## src/rtl/pipeline_sequencer_if.sv

```systemverilog
// rtl/pipeline_sequencer_if.sv - hazard-control and stage-control bundle for pipeline_sequencer
// Purpose: groups the hazard unit controls, memory/branch/halt status and the
//   resulting per-stage enables, clears, valid bits, gated write enables and counters.
// Modports:
//   slave  - the sequencer: receives controls/status, drives enables/clears/valids/counters
//   master - the surrounding pipeline: drives controls/status, receives the sequencer outputs
interface pipeline_sequencer_if #(
  parameter int CNT_W = 32
);
  logic             PCWrite;
  logic             FDWrite;
  logic             DEFlush;
  logic             BrTaken_E;
  logic             MemReq_M;
  logic             DMEM_READY;
  logic             Halt_W;
  logic             WENraw_M;
  logic             WENraw_W;
  logic             PCEn;
  logic             FDEn;
  logic             DEEn;
  logic             EMEn;
  logic             MWEn;
  logic             FDClr;
  logic             DEClr;
  logic             MWClr;
  logic             V_D;
  logic             V_E;
  logic             V_M;
  logic             V_W;
  logic             WEN_M;
  logic             WEN_W;
  logic             Halted;
  logic [CNT_W-1:0] RetireCnt;
  logic [CNT_W-1:0] StallCnt;

  modport slave (
    input  PCWrite, FDWrite, DEFlush, BrTaken_E, MemReq_M, DMEM_READY,
           Halt_W, WENraw_M, WENraw_W,
    output PCEn, FDEn, DEEn, EMEn, MWEn, FDClr, DEClr, MWClr,
           V_D, V_E, V_M, V_W, WEN_M, WEN_W, Halted, RetireCnt, StallCnt
  );

  modport master (
    output PCWrite, FDWrite, DEFlush, BrTaken_E, MemReq_M, DMEM_READY,
           Halt_W, WENraw_M, WENraw_W,
    input  PCEn, FDEn, DEEn, EMEn, MWEn, FDClr, DEClr, MWClr,
           V_D, V_E, V_M, V_W, WEN_M, WEN_W, Halted, RetireCnt, StallCnt
  );
endinterface

```

## src/rtl/pipeline_sequencer.sv

```systemverilog
// rtl/pipeline_sequencer.sv - 5-stage pipeline enable/clear/valid sequencer with retire and stall counters
// Purpose: turns hazard-unit controls, E-stage redirects and data-memory wait states
//   into per-stage register enables and clears, tracks stage valid bits, gates M/W
//   writes so bubbles never write, sequences bring-up and halt, counts retires/stalls.
// Ports:
//   CLK  - clock, rising edge
//   RSTN - asynchronous active-low reset
//   bus  - pipeline_sequencer_if.slave (controls in; enables, clears, valids, WENs,
//          Halted, RetireCnt, StallCnt out)
module pipeline_sequencer #(
  parameter int CNT_W = 32
) (
  input logic                  CLK,
  input logic                  RSTN,
  pipeline_sequencer_if.slave  bus
);

  typedef enum logic [1:0] {
    ST_IDLE    = 2'd0,
    ST_RUN     = 2'd1,
    ST_MEMWAIT = 2'd2,
    ST_HALT    = 2'd3
  } state_t;

  state_t           state;
  logic             v_d, v_e, v_m, v_w;
  logic             halted;
  logic [CNT_W-1:0] retire_cnt;
  logic [CNT_W-1:0] stall_cnt;

  logic active;
  logic memwait;
  logic redirect;
  logic load_use;
  logic pc_en, fd_en, de_en, em_en, mw_en;
  logic fd_clr, de_clr, mw_clr;
  logic stall_inc;

  // Enables and clears react to the current inputs with no added latency.
  always_comb begin
    active    = (state == ST_RUN) || (state == ST_MEMWAIT);
    memwait   = v_m & bus.MemReq_M & ~bus.DMEM_READY;
    redirect  = v_e & bus.BrTaken_E;
    load_use  = ~bus.PCWrite | ~bus.FDWrite | bus.DEFlush;
    pc_en     = 1'b0;
    fd_en     = 1'b0;
    de_en     = 1'b0;
    em_en     = 1'b0;
    mw_en     = 1'b0;
    fd_clr    = 1'b0;
    de_clr    = 1'b0;
    mw_clr    = 1'b0;
    stall_inc = 1'b0;
    if (active) begin
      if (memwait) begin
        // F..M freeze while the access is outstanding; W receives a bubble.
        mw_clr    = 1'b1;
        stall_inc = 1'b1;
      end else if (redirect) begin
        // The D instruction is wrong-path, so a concurrent load-use stall is moot.
        {pc_en, fd_en, de_en, em_en, mw_en} = 5'b11111;
        fd_clr = 1'b1;
        de_clr = 1'b1;
      end else if (load_use) begin
        pc_en     = bus.PCWrite;
        fd_en     = bus.FDWrite;
        de_clr    = bus.DEFlush;
        de_en     = 1'b1;
        em_en     = 1'b1;
        mw_en     = 1'b1;
        stall_inc = ~bus.PCWrite;
      end else begin
        {pc_en, fd_en, de_en, em_en, mw_en} = 5'b11111;
      end
    end
  end

  always_ff @(posedge CLK or negedge RSTN) begin
    if (!RSTN) begin
      state      <= ST_IDLE;
      v_d        <= 1'b0;
      v_e        <= 1'b0;
      v_m        <= 1'b0;
      v_w        <= 1'b0;
      halted     <= 1'b0;
      retire_cnt <= '0;
      stall_cnt  <= '0;
    end else begin
      case (state)
        ST_IDLE: state <= ST_RUN;
        ST_RUN, ST_MEMWAIT: begin
          if (v_w && bus.Halt_W) begin
            state  <= ST_HALT;
            halted <= 1'b1;
          end else if (memwait) begin
            state <= ST_MEMWAIT;
          end else begin
            state <= ST_RUN;
          end
        end
        default: state <= ST_HALT;
      endcase
      // Enables and clears are all zero in IDLE/HALT, so valid bits hold there.
      v_d <= fd_clr ? 1'b0 : (fd_en ? 1'b1 : v_d);
      v_e <= de_clr ? 1'b0 : (de_en ? v_d : v_e);
      v_m <= em_en ? v_e : v_m;
      v_w <= mw_clr ? 1'b0 : (mw_en ? v_m : v_w);
      if (active && v_w) retire_cnt <= retire_cnt + 1'b1;
      if (stall_inc)     stall_cnt  <= stall_cnt + 1'b1;
    end
  end

  assign bus.PCEn      = pc_en;
  assign bus.FDEn      = fd_en;
  assign bus.DEEn      = de_en;
  assign bus.EMEn      = em_en;
  assign bus.MWEn      = mw_en;
  assign bus.FDClr     = fd_clr;
  assign bus.DEClr     = de_clr;
  assign bus.MWClr     = mw_clr;
  assign bus.V_D       = v_d;
  assign bus.V_E       = v_e;
  assign bus.V_M       = v_m;
  assign bus.V_W       = v_w;
  // Active-low writes: a bubble or a halted core never writes.
  assign bus.WEN_M     = bus.WENraw_M | ~v_m | halted;
  assign bus.WEN_W     = bus.WENraw_W | ~v_w | halted;
  assign bus.Halted    = halted;
  assign bus.RetireCnt = retire_cnt;
  assign bus.StallCnt  = stall_cnt;

endmodule
```

## src/flat_wrapper.sv

```systemverilog
// flat-port wrapper written by rule: the top's interface ports become plain ports
module pipeline_sequencer_flat 
#(
  parameter int CNT_W = 32
)
  (CLK, RSTN, bus_PCWrite, bus_FDWrite, bus_DEFlush, bus_BrTaken_E, bus_MemReq_M, bus_DMEM_READY, bus_Halt_W, bus_WENraw_M, bus_WENraw_W, bus_PCEn, bus_FDEn, bus_DEEn, bus_EMEn, bus_MWEn, bus_FDClr, bus_DEClr, bus_MWClr, bus_V_D, bus_V_E, bus_V_M, bus_V_W, bus_WEN_M, bus_WEN_W, bus_Halted, bus_RetireCnt, bus_StallCnt);
  pipeline_sequencer_if #(.CNT_W(CNT_W)) bus_i ();
  input logic CLK;
  input logic RSTN;
  input wire logic [$bits(bus_i.PCWrite)-1:0] bus_PCWrite;
  input wire logic [$bits(bus_i.FDWrite)-1:0] bus_FDWrite;
  input wire logic [$bits(bus_i.DEFlush)-1:0] bus_DEFlush;
  input wire logic [$bits(bus_i.BrTaken_E)-1:0] bus_BrTaken_E;
  input wire logic [$bits(bus_i.MemReq_M)-1:0] bus_MemReq_M;
  input wire logic [$bits(bus_i.DMEM_READY)-1:0] bus_DMEM_READY;
  input wire logic [$bits(bus_i.Halt_W)-1:0] bus_Halt_W;
  input wire logic [$bits(bus_i.WENraw_M)-1:0] bus_WENraw_M;
  input wire logic [$bits(bus_i.WENraw_W)-1:0] bus_WENraw_W;
  output wire logic [$bits(bus_i.PCEn)-1:0] bus_PCEn;
  output wire logic [$bits(bus_i.FDEn)-1:0] bus_FDEn;
  output wire logic [$bits(bus_i.DEEn)-1:0] bus_DEEn;
  output wire logic [$bits(bus_i.EMEn)-1:0] bus_EMEn;
  output wire logic [$bits(bus_i.MWEn)-1:0] bus_MWEn;
  output wire logic [$bits(bus_i.FDClr)-1:0] bus_FDClr;
  output wire logic [$bits(bus_i.DEClr)-1:0] bus_DEClr;
  output wire logic [$bits(bus_i.MWClr)-1:0] bus_MWClr;
  output wire logic [$bits(bus_i.V_D)-1:0] bus_V_D;
  output wire logic [$bits(bus_i.V_E)-1:0] bus_V_E;
  output wire logic [$bits(bus_i.V_M)-1:0] bus_V_M;
  output wire logic [$bits(bus_i.V_W)-1:0] bus_V_W;
  output wire logic [$bits(bus_i.WEN_M)-1:0] bus_WEN_M;
  output wire logic [$bits(bus_i.WEN_W)-1:0] bus_WEN_W;
  output wire logic [$bits(bus_i.Halted)-1:0] bus_Halted;
  output wire logic [$bits(bus_i.RetireCnt)-1:0] bus_RetireCnt;
  output wire logic [$bits(bus_i.StallCnt)-1:0] bus_StallCnt;
  assign bus_i.PCWrite = bus_PCWrite;
  assign bus_i.FDWrite = bus_FDWrite;
  assign bus_i.DEFlush = bus_DEFlush;
  assign bus_i.BrTaken_E = bus_BrTaken_E;
  assign bus_i.MemReq_M = bus_MemReq_M;
  assign bus_i.DMEM_READY = bus_DMEM_READY;
  assign bus_i.Halt_W = bus_Halt_W;
  assign bus_i.WENraw_M = bus_WENraw_M;
  assign bus_i.WENraw_W = bus_WENraw_W;
  assign bus_PCEn = bus_i.PCEn;
  assign bus_FDEn = bus_i.FDEn;
  assign bus_DEEn = bus_i.DEEn;
  assign bus_EMEn = bus_i.EMEn;
  assign bus_MWEn = bus_i.MWEn;
  assign bus_FDClr = bus_i.FDClr;
  assign bus_DEClr = bus_i.DEClr;
  assign bus_MWClr = bus_i.MWClr;
  assign bus_V_D = bus_i.V_D;
  assign bus_V_E = bus_i.V_E;
  assign bus_V_M = bus_i.V_M;
  assign bus_V_W = bus_i.V_W;
  assign bus_WEN_M = bus_i.WEN_M;
  assign bus_WEN_W = bus_i.WEN_W;
  assign bus_Halted = bus_i.Halted;
  assign bus_RetireCnt = bus_i.RetireCnt;
  assign bus_StallCnt = bus_i.StallCnt;
  pipeline_sequencer #(.CNT_W(CNT_W)) u_core (.CLK(CLK), .RSTN(RSTN), .bus(bus_i));
endmodule
```

## config.mk

```make
export PLATFORM = sky130hd
export DESIGN_NAME = pipeline_sequencer_flat
export DESIGN_NICKNAME = d
export VERILOG_FILES = /design/src/rtl/pipeline_sequencer_if.sv /design/src/rtl/pipeline_sequencer.sv /design/src/flat_wrapper.sv
export SDC_FILE = /design/constraint.sdc
export NUM_CORES = 1
export LEC_CHECK = 0
export ABC_AREA = 1
export BUFFER_PORTS_ARGS = -buffer_cell sky130_fd_sc_hd__buf_2
export CAP_MARGIN = 20
export CORE_ASPECT_RATIO = 2
export CORE_MARGIN = 2
export CORE_UTILIZATION = 56
export CTS_BUF_LIST = sky130_fd_sc_hd__clkbuf_4 sky130_fd_sc_hd__clkbuf_8
export DETAILED_ROUTE_END_ITERATION = 10
export PLACE_DENSITY = 0.82
export SYNTH_ARGS = -nofsm -noshare
export SYNTH_HDL_FRONTEND = slang
export SYNTH_SLANG_ARGS = --single-unit
```

## constraint.sdc

```tcl
create_clock -name CLK -period 1.96 [get_ports CLK]
set_input_delay 0.098 -clock CLK [delete_from_list [all_inputs] [get_ports CLK]]
set_output_delay 0.098 -clock CLK [all_outputs]
set_load 0.02 [all_outputs]
```

==> results.toml, run 1 <==
[setup_path]
regToRegSetupSlack_ps = 290
worstPathMaxFanout = 8
timing.rr.end = "u_core.bus.RetireCnt[22]$_DFFE_PN0P_"
reg2reg_depth = 9
path_class = "reg -> out"
critical_path.cell_chain = "inv_1 > ha_4 > nand2_2 > inv_2 > nand2_1 > nand2_1 > buf_2"
r2r-start = "u_core.state[1]$_DFF_PN0_"
cp.required_ps = 1860
start_kind = "register"
startpoint = "u_core.state[1]$_DFF_PN0_"
cp-end-kind = "output pin"
slowest_stage = "dfrtp_1"
slowest_delay_ps = 360
critPathMostFrequentCell = "nand2_1"
arrival_ps = 1640

[run]
drv_cap = 0

[timing]
tightest_slew_ps = 380
max_freq_mhz = 575
drv_slew = 0
fin_crit_ps = 1740
period_share_pct = 88.7
hold_viol = 0
rsz0062_at_grt = "no"
max_slew_margin_pct = 74.7
setup_violations = 0
fin_worst_skew_ps = 5.25
tns_ps = 0

[global_routing]
grt_max_degree = 72
busiest_layer = "met2"
antenna_found_initial = 0
grt_pass1_vias = 3411
grt_usage_pct = 24.1
grt_pass1_wl_mm = 15.3
grt_util_met2_pct = 37.1
globalRouteOverflowTotal = 0
grtUsageMet3_pct = 5.15
use_met1_pct = 32.6

[drt]
drt_wl_total_mm = 8.90
drtAntennaViolNets = 0
avgViaCountPerCell = 5.14
remaining_drc_errors = 0
first_pass_iters = 7
avgRoutedWirePerCell_um = 12.5
vias = 3647
drt_iter0_drc = 273

[yosys]
syn-num-nets = 527
ys_top_cells_by_area = "dfrtp_1 44%, nand2_1 13%, inv_1 7.0%"
syn_avg_cell_area_sq_um = 7.93
ys.flop_type = "dfrtp_1"
synth_top_family_by_area = "simple AND/OR/NAND/NOR gates"
synth-seq-cells = 71
yosys.area_share.simple_pct = 36.5
synth_mux_area_share_pct = 0
synth_edf_count = 0
synth-compound-area-share_pct = 1.39
ys_warn_count = 0
synth.top_cell.area_share_pct = 43.8
synth-async-reset-ratio_pct = 100
synth_area_sq_mm = 0.00406
synth_seq_area_share_pct = 43.8
ys_types = 30
synth_xor_area_share_pct = 9.03
yosysTopAreaCell = "dfrtp_1"
synth_cells = 512
synth-adder-area-share_pct = 1.23

[floorplan]
start_util_pct = 56.7
die_w_um = 64.2
dieArea_sq_mm = 0.00799
rows = 44
coreArea_sq_mm = 0.00716
ios = 90
die_y_um = 124

[worst_hold_path]
hold_depth = 4
hp-class = "in -> reg"
hold_path_end = "u_core.bus.V_E$_DFFE_PN0P_"
min_from = "bus_DEFlush"

[cts]
cts_sinks = 71
cts-root-buf = "clkbuf_8"
cts_buffer_depth = 2
cts_buffers = 9
clk_pin_slew_ps = 70
htreeDepth = 3
clk_latency_ps = 350
cts_tree = "built"

[cells_and_area]
diodes = 0
nets = 628
num-fill-cells = 631
seqCellArea_sq_mm = 0.00178
layout-drive-gt1-share_pct = 25.1
multiInputGateArea_sq_mm = 0.00197
area_growth_pct = 19.5
final_cells = 710
layout_common_cells = "142 x nand2_1, 89 x buf_2, 75 x inv_1"
final_common_cell = "nand2_1"

[power_and_ir_drop]
p_leak_uw = 0.00257
ir_drop_mv = 0.481
power_density_mw_per_mm2 = 552

[placement]
hpwl_mm = 6.62
routabilityCongestion = 0.895
port_buffers = 89
dp.cells = 691

[status]
outcome = "finished clean"
-- synth_stat cells, types with 2 or more instances --
cell type and n:
dfrtp_1 71, nor3_1 4, nand2_2 8, nand2_1 143
ha_1 4, xnor2_1 26, a21oi_1 2, buf_6 2
nand3_1 40, nand3b_1 2, o21ai_0 4, nand4_1 17
nand3_2 8, nor2_1 56, nor2_2 11, buf_4 2
nor2_4 11, xor2_1 14, inv_1 76
-- where the power goes --
group          switching, uW  internal, uW  total, uW  leakage [uW]
Clock                    516           644       1160      0.000107
Combinational           35.9          16.9       52.8       0.00152
Sequential                 0          1460       1460      0.000935
-- routing by layer --
metal | wire (um) | vias up | part of all wire (%)
met5 | 0 | - | 0
met4 | 240 | 0 | 2.7
met3 | 524 | 19 | 5.9
met2 | 4310 | 134 | 48
met1 | 3830 | 1700 | 43
li1 | - | 1794 | -
-- critical path: cells and delay by family, from the launching register on --
kind | cells | cell delay [ps]
flops | 1 | 360
buf+inv | 3 | 350
fa+ha+maj | 1 | 330
simple gates | 3 | 260
-- per-stage QoR --
stage          worst slack (ps)  hold slack (ps)  total power, uW  cell area (sq um)  util (%)
2_1_floorplan               375             -198             1500               4060         -
3_3_place_gp                218              151             1540               4610      64.4
3_5_place_dp                142              152             1540               4610      64.4
4_1_cts                    19.1             39.2             2730               4840      67.6
5_1_grt                    86.6             67.4             2800               4850      67.8
6_report                    222             62.4             2680               4850      67.8
-- worst max path at each step --
stage,slack [ps],to,depth (start not counted)
3_3_place_gp,220,u_core.bus.RetireCnt[21]$_DFFE_PN0P_,8
3_5_place_dp,140,u_core.bus.RetireCnt[21]$_DFFE_PN0P_,8
6_report,220,bus_FDEn,7
5_1_grt,90,bus_FDEn,7
4_1_cts,20,bus_FDEn,7
2_1_floorplan,370,u_core.bus.RetireCnt[21]$_DFFE_PN0P_,9
-- timing repair --
item                                   4_1_cts  5_1_grt
hold buffers                                 3        0
setup buffers                                0        0
resized for setup                            2        2
gates cloned                                 0        0
endpoints found under the hold margin       73        0
setup endpoints to repair                    1        1
-- area by class of cell --
| class | instances | area share (%) |
|---|---|---|
| Inverter | 77 | 5.98 |
| Sequential cell | 71 | 36.6 |
| Tap cell | 92 | 2.37 |
| Timing Repair Buffer | 94 | 10.4 |
| Clock buffer | 12 | 3.15 |
| Multi-Input combinational cell | 360 | 40.6 |
| Clock inverter | 4 | 0.928 |
-- registers in the layout, indices dropped and copies added (netlist names) --
signal and flops:
u_core.bus.Halted 1, u_core.bus.RetireCnt 32, u_core.bus.StallCnt 32, u_core.bus.V_D 1
u_core.bus.V_E 1, u_core.bus.V_M 1, u_core.bus.V_W 1, u_core.state 2
-- cell families after synthesis --
group	after synthesis
AND/OR/NAND/NOR	305
buffers and inverters	81
flip-flops	71
XOR/XNOR	41
AO/OA/AOI/OAI	10
adder cells (fa/ha/maj)	4
Note: power is estimated with default switching activity, not from simulation.
==> run 2: changes to the inputs <==
Settings changed: CORE_UTILIZATION 56 to 55, PLACE_DENSITY 0.82 to 0.81.
==> run 2 against run 1 <==
Against the previous run: sequential power about the same; clock skew rose by 3.8 ps; count of clock-buffer cells in the layout is 2 lower; total power increased by 5.8%; global-route usage is 1.8 points higher; cell count did not move; wire length is 9.2% higher; combinational power grew 3%; sequential share of layout area fell by 0.18 points; final area increased by 0.49%; non-clock buffer count unchanged; utilization decreased by 0.19 points; critical path type unchanged.
==> results.toml, run 2 (synthesized netlist as in run 1, its figures left out) <==
[status]
outcome = "finished clean"

[worst_hold_path]
hp-class = "in -> reg"
min_from = "bus_DEFlush"

[global_routing]
grt_pass1_vias = 3566
grt_pass1_wl_mm = 16.1
antenna_found_initial = 0
grt_usage_pct = 25.8
grt_max_degree = 72
globalRouteOverflowTotal = 0

[floorplan]
rows = 44
die_w_um = 64.8
ios = 90
coreArea_sq_mm = 0.00721
start_util_pct = 56.3
die_y_um = 126
dieArea_sq_mm = 0.00813

[cts]
clk_latency_ps = 360
cts_setup_buffers = 0
cts_tree = "built"
cts_buffer_depth = 2
cts_sinks = 71
htreeDepth = 3
cts-root-buf = "clkbuf_8"
cts_buffers = 9
clk_pin_slew_ps = 80

[timing]
hold_viol = 0
max_slew_margin_pct = 72.3
fin_crit_ps = 1820
tns_ps = 0
hold_slack_ps = 68.5
fin_worst_skew_ps = 9.01
period_share_pct = 92.7
tightest_slew_ps = 414
rsz0062_at_grt = "no"
setup_violations = 0
max_freq_mhz = 551
drv_slew = 0

[placement]
port_buffers = 89
placed_area_sq_mm = 0.00461
routabilityCongestion = 0.900
hpwl_mm = 7.56

[setup_path]
slowest_delay_ps = 360
worstPathMaxFanout = 8
path_class = "reg -> out"
critical_path.cell_chain = "inv_1 > ha_4 > nand2_2 > inv_1 > nand2_1 > nand2_1 > buf_2"
cp.required_ps = 1860
slowest_stage = "dfrtp_1"
arrival_ps = 1720
start_kind = "register"
r2r-start = "u_core.state[0]$_DFF_PN0_"
startpoint = "u_core.state[0]$_DFF_PN0_"
cp-end-kind = "output pin"

[drt]
drt_iter0_drc = 292
first_pass_iters = 5
drt_wl_total_mm = 9.71
vias = 3646
avgRoutedWirePerCell_um = 13.7
avgViaCountPerCell = 5.14
remaining_drc_errors = 0
drtAntennaViolNets = 0

[power_and_ir_drop]
p_leak_uw = 0.00258
pwr-share-seq_pct = 51.7
pwr-share-clk_pct = 46.4
total_power_uw = 2830
switchingPower_uw = 606
power_density_mw_per_mm2 = 581
intPower_uw = 2230
ir_drop_mv = 0.555
pwr-share-comb_pct = 1.9
netSwitchingFraction_pct = 21.4

[run]
drv_cap = 0

[cells_and_area]
layout_common_cells = "142 x nand2_1, 89 x buf_2, 76 x inv_1"
area_growth_pct = 20.1
num-fill-cells = 610
postLayoutCellArea_sq_mm = 0.00488
layout-drive-gt1-share_pct = 24.9
diodes = 0
nets = 628
final_common_cell = "nand2_1"
## run 2: cell types whose count changed in the layout (fill, tap and decap cells not counted), sizes merged
cell,change
clkbuf,-2
clkinv,+1
bufinv,+1
## run 2: path summary, 6_finish.rpt
kind	end	slack, ps	depth (start not counted)
setup / recovery	bus_FDEn	140	7
max in group asynchronous	u_core.bus.StallCnt[14]$_DFFE_PN0P_	1380	3
min in group asynchronous	u_core.bus.RetireCnt[4]$_DFFE_PN0P_	280	3
setup reg to reg	u_core.bus.RetireCnt[22]$_DFFE_PN0P_	250	9
hold reg to reg	u_core.bus.Halted$_DFFE_PN0P_	490	2
hold / removal	u_core.bus.V_E$_DFFE_PN0P_	70	4
## run 2: metrics by stage
stage / util [%] / std cells / worst slack, ps
after floorplan: - / 512 / 375
after global placement: 63.9 / 691 / 170
after detailed placement: 63.9 / 691 / 96.1
after CTS: 67.5 / 710 / 33.2
after global routing: 67.6 / 710 / 53.1
final: 67.6 / 710 / 144
## run 2: critical path: cells and delay by family (launching register included)
family | cells | cell delay (ps)
fa+ha+maj | 1 | 330
buf+inv | 3 | 380
flops | 1 | 360
simple gates | 3 | 270
## run 2: repair_timing
action / in CTS / in global routing
gates resized for setup: 2 / 1
endpoints found under the setup margin: 1 / 1
hold endpoints to repair: 73 / 0
hold buffers: 3 / 0
## run 2: area by class of cell
type / count / area, sq um / area share [%]
Clock buffer: 10 / 138 / 2.82
Clock inverter: 6 / 83.8 / 1.72
Inverter: 77 / 290 / 5.95
Multi-Input combinational cell: 360 / 1970 / 40.4
Sequential cell: 71 / 1780 / 36.4
Tap cell: 92 / 115 / 2.36
Timing Repair Buffer: 94 / 503 / 10.3
## run 2: layer usage
layer / vias up / part of all wire [%] / wire length (um) / GRT usage, %
met3: 33 / 3.6 / 351 / 5.49
met4: 0 / 4.4 / 431 / 15.8
met5: - / 0 / 0 / 0
li1: 1789 / - / - / -
met2: 101 / 57 / 5500 / 46.1
met1: 1723 / 35 / 3430 / 26.5
## run 2: power by group through the flow
stage	Clock, uW	Combinational (uW)	Sequential (uW)
3_3_place_gp	0	50.8	1490
4_1_cts	1350	57.2	1460
5_1_grt	1390	63.0	1460
2_1_floorplan	0	5.71	1490
3_5_place_dp	0	52.4	1490
6_report	1310	54.4	1460
==> run 3: changes to the inputs <==
Clock period 1.96 ns to 2.3 ns, I/O delays scaled along.
==> run 3 against run 2 <==
Against the previous run: worst hold slack lost 39 ps; critical path depth is the same; global-route usage shrank 0.70 points; via count grew 0.30%; sequential share of layout area grew 0.24 points; clock skew shrank 2.7 ps; total power shrank 14%; clock power shrank 12%; register-to-register slack gained 130 ps; largest power group unchanged.
==> results.toml, run 3 (synthesized netlist as in run 1, its figures left out) <==
[floorplan]
dieArea_sq_mm = 0.00813
coreArea_sq_mm = 0.00721
die_w_um = 64.8
start_util_pct = 56.3
die_y_um = 126
ios = 90
rows = 44

[timing]
max_slew_margin_pct = 72.6
drv_slew = 0
fin_crit_ps = 2050
max_freq_mhz = 488
rsz0062_at_grt = "no"
tns_ps = 0
period_share_pct = 89.0
setup_violations = 0
tightest_slew_ps = 409
fin_worst_skew_ps = 6.33
hold_viol = 0

[global_routing]
antenna_found_initial = 0
grtUsageMet3_pct = 3.51
grt_max_degree = 72
grt_pass1_vias = 3608
use_met1_pct = 24.6
grt_util_met2_pct = 47.2
grt_usage_pct = 25.1
globalRouteOverflowTotal = 0
grt_pass1_wl_mm = 15.8
busiest_layer = "met2"

[power_and_ir_drop]
pwr-share-clk_pct = 47.1
power_density_mw_per_mm2 = 504
ir_drop_mv = 0.355
switchingPower_uw = 489
pwr-share-seq_pct = 51.1
pwr-share-comb_pct = 1.8
p_leak_uw = 0.00257
netSwitchingFraction_pct = 20.0
intPower_uw = 1950

[cts]
htreeDepth = 3
cts_hold_buf = 1
cts_buffer_depth = 2
cts-root-buf = "clkbuf_8"
clk_pin_slew_ps = 70
clk_latency_ps = 340
cts_tree = "built"
cts.repair.resized = 0
cts_setup_buffers = 0
cts_sinks = 71
cts_buffers = 9

[cells_and_area]
layout_common_cells = "143 x nand2_1, 89 x buf_2, 76 x inv_1"
diodes = 0
final_common_cell = "nand2_1"
nets = 625
postLayoutCellArea_sq_mm = 0.00484
area_growth_pct = 19.3
layout-drive-gt1-share_pct = 24.6

[drt]
drt_iter0_drc = 214
avgViaCountPerCell = 5.17
drt_wl_total_mm = 9.72
first_pass_iters = 4
avgRoutedWirePerCell_um = 13.7
vias = 3657
drtAntennaViolNets = 0
remaining_drc_errors = 0

[setup_path]
arrival_ps = 1930
slowest_stage = "ha_1"
cp.required_ps = 2180
critPathMostFrequentCell = "nand2_1"
critical_path.cell_chain = "inv_1 > ha_1 > nand2_1 > inv_1 > nand2_1 > nand2_1 > buf_2"
path_delay_family = "adder cells"
path_class = "reg -> out"
slowest_delay_ps = 460
cp-end-kind = "output pin"
worstPathMaxFanout = 8
cp_num_buf_inv = 3
start_kind = "register"

[status]
outcome = "finished clean"

[placement]
port_buffers = 89
placed_area_sq_mm = 0.00460
routabilityCongestion = 0.890
hpwl_mm = 7.63

[run]
drv_cap = 0

[worst_hold_path]
hp-class = "in -> reg"
==> run 3: metal layers <==
metal,vias up,part of all wire (%)
li1,1782,-
met1,1744,35
met2,99,57
met3,32,3.7
met4,0,4.2
met5,-,0
==> run 3: worst reg2reg max path: cells and delay by family (launching register included) <==
kind | cells | cell delay, ps
fa+ha+maj | 1 | 460
buf+inv | 2 | 90
simple gates | 6 | 910
flops | 1 | 370
==> run 3: worst paths after layout <==
kind                                                       endpoint                                start  slack, ps  cells past startpoint
worst min-delay path                     u_core.bus.V_D$_DFFE_PN0P_                          bus_FDWrite         30                      3
worst max register to register  u_core.bus.StallCnt[18]$_DFFE_PN0P_            u_core.state[1]$_DFF_PN0_        380                      9
max in group asynchronous        u_core.bus.StallCnt[8]$_DFFE_PN0P_                                 RSTN       1670                      3
worst max-delay path                                       bus_FDEn            u_core.state[1]$_DFF_PN0_        250                      7
min in group asynchronous       u_core.bus.RetireCnt[9]$_DFFE_PN0P_                                 RSTN        300                      3
worst min register to register  u_core.bus.StallCnt[31]$_DFFE_PN0P_  u_core.bus.StallCnt[31]$_DFFE_PN0P_        500                      2
==> run 3: per-stage QoR <==
step           setup WS [ps]  instances  utilization, %  hold slack (ps)  total power (uW)
6_report                 253        707            67.2             29.8              2440
5_1_grt                  115        707            67.2             45.8              2520
4_1_cts                  238        707            67.2             15.7              2460
3_3_place_gp             462        690            63.8              172              1320
3_5_place_dp             372        690            63.8              168              1320
2_1_floorplan            715        512               -             -181              1280
==> run 3: final cells by class <==
cell class / instances / area (sq um)
Inverter: 77 / 290
Multi-Input combinational cell: 360 / 1960
Fill cell: 631 / 2370
Sequential cell: 71 / 1780
Timing Repair Buffer: 91 / 475
Clock inverter: 3 / 65.1
Clock buffer: 13 / 166
Tap cell: 92 / 115
==> run 3: power groups by stage <==
stage	Clock (uW)	Sequential [uW]	Combinational, uW
floorplan	0	1270	4.87
CTS	1170	1250	45.3
finish	1150	1250	43.2
global placement	0	1270	43.7
detailed placement	0	1270	44.0
global route	1220	1250	50.3
